==> src/rtl/cpu_dma_master_sm_if.sv <==
// FIFO-side and 68030 bus-side signals of the CPU DMA master sequencer.
// The master modport is the sequencer's view; slave is the bus/FIFO side.
interface cpu_dma_master_sm_if #(
  parameter int SW = 4
);
  logic          DMAENA;
  logic          DMADIR;
  logic          FIFOEMPTY;
  logic          FIFOFULL;
  logic          FLUSHFIFO;
  logic          LASTWORD;
  logic          BG_;
  logic          DSACK0_;
  logic          DSACK1_;
  logic          BERR_;
  logic          BR_;
  logic          BGACK_;
  logic          AS_;
  logic          DS_;
  logic          R_W;
  logic [1:0]    SIZ;
  logic          A1;
  logic          FIFO_POP;
  logic          FIFO_PUSH;
  logic          HW_LATCH;
  logic          INC_ADD;
  logic          BUSERR;
  logic [SW-1:0] STATE;

  modport master (
    input  DMAENA, DMADIR, FIFOEMPTY, FIFOFULL, FLUSHFIFO, LASTWORD,
           BG_, DSACK0_, DSACK1_, BERR_,
    output BR_, BGACK_, AS_, DS_, R_W, SIZ, A1,
           FIFO_POP, FIFO_PUSH, HW_LATCH, INC_ADD, BUSERR, STATE
  );

  modport slave (
    output DMAENA, DMADIR, FIFOEMPTY, FIFOFULL, FLUSHFIFO, LASTWORD,
           BG_, DSACK0_, DSACK1_, BERR_,
    input  BR_, BGACK_, AS_, DS_, R_W, SIZ, A1,
           FIFO_POP, FIFO_PUSH, HW_LATCH, INC_ADD, BUSERR, STATE
  );
endinterface

==> src/rtl/cpu_dma_master_sm.sv <==
// CPU-side DMA bus master: arbitrates for the 68030 bus, runs bursts of
// longword cycles with dynamic bus sizing, and aborts on timeout or BERR_.
module cpu_dma_master_sm #(
  parameter int BURST_MAX   = 4,
  parameter int TIMEOUT_CYC = 64,
  parameter int SW          = 4
) (
  input  logic                SCLK,
  input  logic                RST,
  cpu_dma_master_sm_if.master bus
);

  localparam logic [2:0] S_IDLE = 3'd0;
  localparam logic [2:0] S_REQ  = 3'd1;
  localparam logic [2:0] S_ACK  = 3'd2;
  localparam logic [2:0] S_ADDR = 3'd3;
  localparam logic [2:0] S_DATA = 3'd4;
  localparam logic [2:0] S_TERM = 3'd5;
  localparam logic [2:0] S_NEXT = 3'd6;
  localparam logic [2:0] S_REL  = 3'd7;

  localparam int            TW        = $clog2(TIMEOUT_CYC);
  localparam logic [TW-1:0] TMO_LAST  = TW'(TIMEOUT_CYC - 1);
  localparam logic [7:0]    BURST_LIM = 8'(BURST_MAX);

  logic [2:0]    state_q, state_d;
  logic [7:0]    burst_q, burst_d;
  logic [TW-1:0] tmo_q, tmo_d;
  logic          buserr_q, buserr_d;
  logic          dir_q, dir_d;
  logic          lw_q, lw_d;      // current transfer is a single LASTWORD halfword
  logic          a1_q, a1_d;      // second halfword of a 16-bit port longword
  logic          half_q, half_d;  // TERM separating the two halfwords

  logic start_ok;
  logic no_ack;
  logic ack32;
  logic ack16;
  logic fault;
  logic in_cyc;
  logic term_done;

  assign start_ok = bus.DMAENA &
                    (bus.DMADIR ? (bus.FIFOFULL | (bus.FLUSHFIFO & ~bus.FIFOEMPTY))
                                : ~bus.FIFOFULL);

  assign no_ack = bus.DSACK1_ & bus.DSACK0_;
  assign ack32  = ~bus.DSACK1_ & ~bus.DSACK0_;
  assign ack16  = ~bus.DSACK1_ &  bus.DSACK0_;
  // An 8-bit port, BERR_ or an expired wait all abort; BERR_ beats any DSACK.
  assign fault  = ~bus.BERR_ | (bus.DSACK1_ & ~bus.DSACK0_) |
                  (no_ack & (tmo_q == TMO_LAST));

  always_comb begin
    // NOTE: every _d gets its hold value first, so no path can infer a latch.
    state_d  = state_q;
    burst_d  = burst_q;
    tmo_d    = tmo_q;
    buserr_d = buserr_q;
    dir_d    = dir_q;
    lw_d     = lw_q;
    a1_d     = a1_q;
    half_d   = half_q;

    if (!bus.DMAENA) buserr_d = 1'b0;

    case (state_q)
      S_IDLE: begin
        if (start_ok && !buserr_q) begin
          state_d = S_REQ;
          dir_d   = bus.DMADIR;
        end
      end
      S_REQ: begin
        if (!bus.DMAENA)  state_d = S_IDLE;
        else if (!bus.BG_) state_d = S_ACK;
      end
      S_ACK: begin
        state_d = S_ADDR;
        lw_d    = bus.LASTWORD & bus.FLUSHFIFO;
        a1_d    = 1'b0;
      end
      S_ADDR: begin
        state_d = S_DATA;
        tmo_d   = '0;
      end
      S_DATA: begin
        if (fault) begin
          buserr_d = 1'b1;
          state_d  = S_REL;
        end else if (ack32 || (ack16 && (lw_q || a1_q))) begin
          state_d = S_TERM;
        end else if (ack16) begin
          state_d = S_TERM;
          half_d  = 1'b1;
          a1_d    = 1'b1;
        end else begin
          tmo_d = tmo_q + 1'b1;
        end
      end
      S_TERM: begin
        // A halfword TERM only negates the strobes; the longword is not done.
        if (half_q) begin
          half_d  = 1'b0;
          state_d = S_ADDR;
        end else begin
          burst_d = burst_q + 8'd1;
          a1_d    = 1'b0;
          state_d = S_NEXT;
        end
      end
      S_NEXT: begin
        if (start_ok && (bus.DMADIR == dir_q) && (burst_q < BURST_LIM) && !lw_q) begin
          state_d = S_ADDR;
          lw_d    = bus.LASTWORD & bus.FLUSHFIFO;
        end else begin
          state_d = S_REL;
        end
      end
      default: begin
        burst_d = '0;
        lw_d    = 1'b0;
        a1_d    = 1'b0;
        half_d  = 1'b0;
        state_d = S_IDLE;
      end
    endcase
  end

  always_ff @(posedge SCLK or posedge RST) begin
    // NOTE: non-blocking updates keep every register sampling pre-edge values.
    if (RST) begin
      state_q  <= S_IDLE;
      burst_q  <= '0;
      tmo_q    <= '0;
      buserr_q <= 1'b0;
      dir_q    <= 1'b0;
      lw_q     <= 1'b0;
      a1_q     <= 1'b0;
      half_q   <= 1'b0;
    end else begin
      state_q  <= state_d;
      burst_q  <= burst_d;
      tmo_q    <= tmo_d;
      buserr_q <= buserr_d;
      dir_q    <= dir_d;
      lw_q     <= lw_d;
      a1_q     <= a1_d;
      half_q   <= half_d;
    end
  end

  // Outputs decode straight from state so a reset negates strobes at once.
  assign in_cyc    = (state_q == S_ADDR) || (state_q == S_DATA);
  assign term_done = (state_q == S_TERM) && !half_q;

  assign bus.BR_       = (state_q != S_REQ);
  assign bus.BGACK_    = !((state_q == S_ACK) || in_cyc ||
                           (state_q == S_TERM) || (state_q == S_NEXT));
  assign bus.AS_       = !in_cyc;
  assign bus.DS_       = (state_q != S_DATA);
  assign bus.R_W       = in_cyc ? !dir_q : 1'b1;
  assign bus.SIZ       = (in_cyc && (lw_q || a1_q)) ? 2'b10 : 2'b00;
  assign bus.A1        = in_cyc && a1_q;
  assign bus.FIFO_POP  = term_done && dir_q;
  assign bus.FIFO_PUSH = term_done && !dir_q;
  assign bus.HW_LATCH  = (state_q == S_TERM) && half_q && !dir_q;
  assign bus.INC_ADD   = term_done;
  assign bus.BUSERR    = buserr_q;
  assign bus.STATE     = SW'(state_q);

endmodule

==> src/flat_wrapper.sv <==
// flat-port wrapper written by rule: the top's interface ports become plain ports
module cpu_dma_master_sm_flat 
#(
  parameter int BURST_MAX   = 4,
  parameter int TIMEOUT_CYC = 64,
  parameter int SW          = 4
)
  (SCLK, RST, bus_DMAENA, bus_DMADIR, bus_FIFOEMPTY, bus_FIFOFULL, bus_FLUSHFIFO, bus_LASTWORD, bus_BG_, bus_DSACK0_, bus_DSACK1_, bus_BERR_, bus_BR_, bus_BGACK_, bus_AS_, bus_DS_, bus_R_W, bus_SIZ, bus_A1, bus_FIFO_POP, bus_FIFO_PUSH, bus_HW_LATCH, bus_INC_ADD, bus_BUSERR, bus_STATE);
  cpu_dma_master_sm_if #(.SW(SW)) bus_i ();
  input  logic SCLK;
  input  logic RST;
  input wire logic [$bits(bus_i.DMAENA)-1:0] bus_DMAENA;
  input wire logic [$bits(bus_i.DMADIR)-1:0] bus_DMADIR;
  input wire logic [$bits(bus_i.FIFOEMPTY)-1:0] bus_FIFOEMPTY;
  input wire logic [$bits(bus_i.FIFOFULL)-1:0] bus_FIFOFULL;
  input wire logic [$bits(bus_i.FLUSHFIFO)-1:0] bus_FLUSHFIFO;
  input wire logic [$bits(bus_i.LASTWORD)-1:0] bus_LASTWORD;
  input wire logic [$bits(bus_i.BG_)-1:0] bus_BG_;
  input wire logic [$bits(bus_i.DSACK0_)-1:0] bus_DSACK0_;
  input wire logic [$bits(bus_i.DSACK1_)-1:0] bus_DSACK1_;
  input wire logic [$bits(bus_i.BERR_)-1:0] bus_BERR_;
  output wire logic [$bits(bus_i.BR_)-1:0] bus_BR_;
  output wire logic [$bits(bus_i.BGACK_)-1:0] bus_BGACK_;
  output wire logic [$bits(bus_i.AS_)-1:0] bus_AS_;
  output wire logic [$bits(bus_i.DS_)-1:0] bus_DS_;
  output wire logic [$bits(bus_i.R_W)-1:0] bus_R_W;
  output wire logic [$bits(bus_i.SIZ)-1:0] bus_SIZ;
  output wire logic [$bits(bus_i.A1)-1:0] bus_A1;
  output wire logic [$bits(bus_i.FIFO_POP)-1:0] bus_FIFO_POP;
  output wire logic [$bits(bus_i.FIFO_PUSH)-1:0] bus_FIFO_PUSH;
  output wire logic [$bits(bus_i.HW_LATCH)-1:0] bus_HW_LATCH;
  output wire logic [$bits(bus_i.INC_ADD)-1:0] bus_INC_ADD;
  output wire logic [$bits(bus_i.BUSERR)-1:0] bus_BUSERR;
  output wire logic [$bits(bus_i.STATE)-1:0] bus_STATE;
  assign bus_i.DMAENA = bus_DMAENA;
  assign bus_i.DMADIR = bus_DMADIR;
  assign bus_i.FIFOEMPTY = bus_FIFOEMPTY;
  assign bus_i.FIFOFULL = bus_FIFOFULL;
  assign bus_i.FLUSHFIFO = bus_FLUSHFIFO;
  assign bus_i.LASTWORD = bus_LASTWORD;
  assign bus_i.BG_ = bus_BG_;
  assign bus_i.DSACK0_ = bus_DSACK0_;
  assign bus_i.DSACK1_ = bus_DSACK1_;
  assign bus_i.BERR_ = bus_BERR_;
  assign bus_BR_ = bus_i.BR_;
  assign bus_BGACK_ = bus_i.BGACK_;
  assign bus_AS_ = bus_i.AS_;
  assign bus_DS_ = bus_i.DS_;
  assign bus_R_W = bus_i.R_W;
  assign bus_SIZ = bus_i.SIZ;
  assign bus_A1 = bus_i.A1;
  assign bus_FIFO_POP = bus_i.FIFO_POP;
  assign bus_FIFO_PUSH = bus_i.FIFO_PUSH;
  assign bus_HW_LATCH = bus_i.HW_LATCH;
  assign bus_INC_ADD = bus_i.INC_ADD;
  assign bus_BUSERR = bus_i.BUSERR;
  assign bus_STATE = bus_i.STATE;
  cpu_dma_master_sm #(.BURST_MAX(BURST_MAX), .TIMEOUT_CYC(TIMEOUT_CYC), .SW(SW)) u_core (.SCLK(SCLK), .RST(RST), .bus(bus_i));
endmodule
==> config.mk <==
export PLATFORM = sky130hd
export DESIGN_NAME = cpu_dma_master_sm_flat
export DESIGN_NICKNAME = d
export VERILOG_FILES = /design/src/rtl/cpu_dma_master_sm_if.sv /design/src/rtl/cpu_dma_master_sm.sv /design/src/flat_wrapper.sv
export SDC_FILE = /design/constraint.sdc
export NUM_CORES = 1
export LEC_CHECK = 0
export BUFFER_PORTS_ARGS = -buffer_cell sky130_fd_sc_hd__buf_2
export CAP_MARGIN = 15
export CELL_PAD_IN_SITES_DETAIL_PLACEMENT = 1
export CELL_PAD_IN_SITES_GLOBAL_PLACEMENT = 2
export CORE_ASPECT_RATIO = 1.1
export CORE_MARGIN = 2
export CORE_UTILIZATION = 28
export CTS_CLUSTER_SIZE = 10
export DETAILED_ROUTE_END_ITERATION = 12
export GPL_TIMING_DRIVEN = 0
export PLACE_DENSITY_LB_ADDON = 0.1
export REMOVE_ABC_BUFFERS = 1
export SETUP_SLACK_MARGIN = 0.4
export SLEW_MARGIN = 25
export SYNTH_ARGS = -nofsm -noshare
export SYNTH_HDL_FRONTEND = slang
export SYNTH_SLANG_ARGS = --single-unit
==> constraint.sdc <==
create_clock -name SCLK -period 1.7 [get_ports SCLK]
set_input_delay 0.085 -clock SCLK [delete_from_list [all_inputs] [get_ports SCLK]]
set_output_delay 0.085 -clock SCLK [all_outputs]
set_load 0.02 [all_outputs]
==> out/metrics.cfg <==
[clocking]
clk_transition_reported_paths_ns = 0.09
cts_max_level = 1
cts_sinks = 22
cts_root_buf = clkbuf_8
cts_tree = yes
insertion_delay_ns = 0.27
numCtsBuffers = 3
cts_buffer_depth = 2

[placement]
hpwlAfterDp_mm = 2.80
io_buffers = 26
place_congestion = 0.752
pre_cts_ws_ns = -0.344

[critical_path]
crit_arrival_ns = 1.84
crit_fanout = 5
crit_required_ns = 1.89
cp-start-kind = flip-flop
worstSetupEndpointType = flip-flop
worstSetupPathType = reg2reg

[timing]
finClkSkew_ns = 0.00331
timing.final.ws_setup_ns = 0.0508
report.final.slew_viol_count = 0
min_period_ns = 1.65
hold_ws_ns = -0.0176
rsz0062_at_grt = true
worstMarginPinSlew_ns = 0.886
hold_viol = 22
finalSetupViolations = 0
setup-tns-final_ns = 0
fin_crit_sh_pct = 97.0
max_freq_mhz = 606
relSlewSlack_pct = 40.9

[synthesis]
synthCells = 154
syn-cell-area_sq_um = 1340
synth_top_area_share_pct = 41.2
synth.area.top_cells = dfrtp_1, nand2_1, nor2_1
ys_seq_area_share_pct = 41.2
postSynthAreaPerCell_sq_um = 8.69
ys_ff_latch = 22
synth_top_area_cell = dfrtp_1
synth_cell_types = 44
ys_warn_count = 0

[global_route]
antenna_found_initial = 0
grt_pass1_wl_mm = 7.36
grt_pass1_vias = 1486
grt_max_degree = 23
grt-ovfl-total = 0
grt_use_total_pct = 17.4

[layout]
num-nets-final = 242
drive_gt1_share_pct = 57.7
fillCellCount = 537
n_antenna_cell = 0
mostFrequentLayoutCells = buf_6, buf_4, dfrtp_1, nand2_1, buf_2
synthToLayoutAreaGrowth_pct = 74.6
layout_commonest_cell = buf_6

[drt]
drc = 0
wl_per_cell_microns = 16.7
first_pass_iters = 4
first_iter_violations = 30
routed_wl_mm = 4.73
ant_nets = 0
vias = 1440
via_per_inst = 5.09

[floorplanning]
coreArea_sq_um = 4620
io_pins = 29
initial_utilization_pct = 29.0
num_rows = 26
dieArea_sq_um = 5350
dieWidth_microns = 69.9
dieHeight_microns = 76.5

[worst_hold_path]
min_path_type = in2async

[run_status]
status = finished with violations
violations = negative hold slack

[pwr]
power_density_nw_per_um2 = 1600
power_mw = 3.75
max-vdd-ir-drop_mv = 0.736
p_leak_nw = 1.09

[flow_run]
drv_cap = 0

==> area by class of cell <==
cell class                 count  area [sq um]  share of cell area, %
clock buffer                   3          41.3                   1.77
clock inverter                 1          30.0                   1.29
inverter                       5          26.3                   1.12
multi-input combinational    122           957                   41.0
sequential                    22           554                   23.7
tap                           56          70.1                   3.00
timing repair buffer          74           657                   28.1
==> through the flow <==
step                      instance area [sq um]  util, %  hold WS [ns]  cells
final                                      2340     50.6       -0.0176    283
after global routing                       2340     50.6        0.0618    283
after CTS                                  2040     44.2        0.0344    269
after detailed placement                   1500     32.4         0.341    231
after global placement                     1500     32.4         0.330    231
after floorplan                            1300        -        0.0742    149
==> metal layers <==
layer	GRT usage, %	vias to the layer above	routed length (microns)	part of all wire [%]
met5	0	-	0	0
met4	9.23	0	99	2.1
met3	2.65	8	127	2.7
met2	29.3	24	2500	53
met1	21.1	725	2010	42
li1	-	683	-	-
==> critical path: stages, from the launching register on <==
cell and delay, ns:
dfrtp_2 0.48, nor3b_4 0.30, buf_6 0.16, inv_6 0.04, o21ba_4 0.21, a32o_2 0.23, a31oi_1 0.14
==> registers in the layout, indices dropped and copies added (netlist names) <==
name               cells
u_core.a1_q            1
u_core.dir_q           1
u_core.lw_q            1
u_core.burst_q         8
u_core.state_q         3
u_core.half_q          1
u_core.bus.BUSERR      1
u_core.tmo_q           6
==> where the power goes <==
group | switching (mW) | internal (mW)
combinational | 1.06 | 1.25
sequential | 0.261 | 0.670
clock | 0.195 | 0.315
total | 1.51 | 2.23
==> path summary, 6_finish.rpt <==
| path | start | to | slack, ns | cells past startpoint |
|---|---|---|---|---|
| min reg2reg | u_core.bus.BUSERR | u_core.bus.BUSERR | 0.51 | 2 |
| max in group asynchronous | RST | u_core.state_q[1] | 1.11 | 2 |
| max reg2reg | u_core.state_q[0] | u_core.state_q[1] | 0.05 | 6 |
| min | RST | u_core.tmo_q[0] | -0.02 | 2 |
| max | u_core.state_q[0] | u_core.state_q[1] | 0.05 | 6 |
| min in group SCLK | bus_DMAENA | u_core.bus.BUSERR | 0.07 | 3 |
==> Yosys cell counts (all sizes together) <==
master,count
nor3b,2
nand4,5
o21ai,10
xnor2,1
o21bai,1
nor4,2
buf,5
inv,5
nor3,3
o21ba,1
a31o,1
or4,1
o21a,1
and3,1
nor2,20
o211ai,2
or2,1
or3,3
nand2,21
a2bb2oi,1
o221a,1
conb,1
a32o,1
o31ai,1
o22ai,1
nand2b,6
and2,3
a21oi,3
nor2b,3
dfrtp,22
and3b,1
and2b,1
ha,2
a21boi,1
clkbuf,1
or3b,1
mux2,1
xor2,7
a31oi,2
nand3,8
==> cell families (layout without fill, tap and decap cells) <==
group,after synthesis,after routing,share of synthesized area [%]
xor+xnor,8,8,5.24
other cells,1,2,0.280
mux,1,1,0.842
fa+ha+maj,2,2,1.87
flops,22,22,41.2
buf+inv,11,83,4.77
simple gates,82,82,31.4
compound gates,27,27,14.4
==> timing repair <==
item	4_1_cts	5_1_grt
hold buffers	0	0
setup endpoints to repair	32	33
setup buffers	34	14
pin swaps	23	17
resized for setup	64	54
Power figures use the tool's default switching activity.
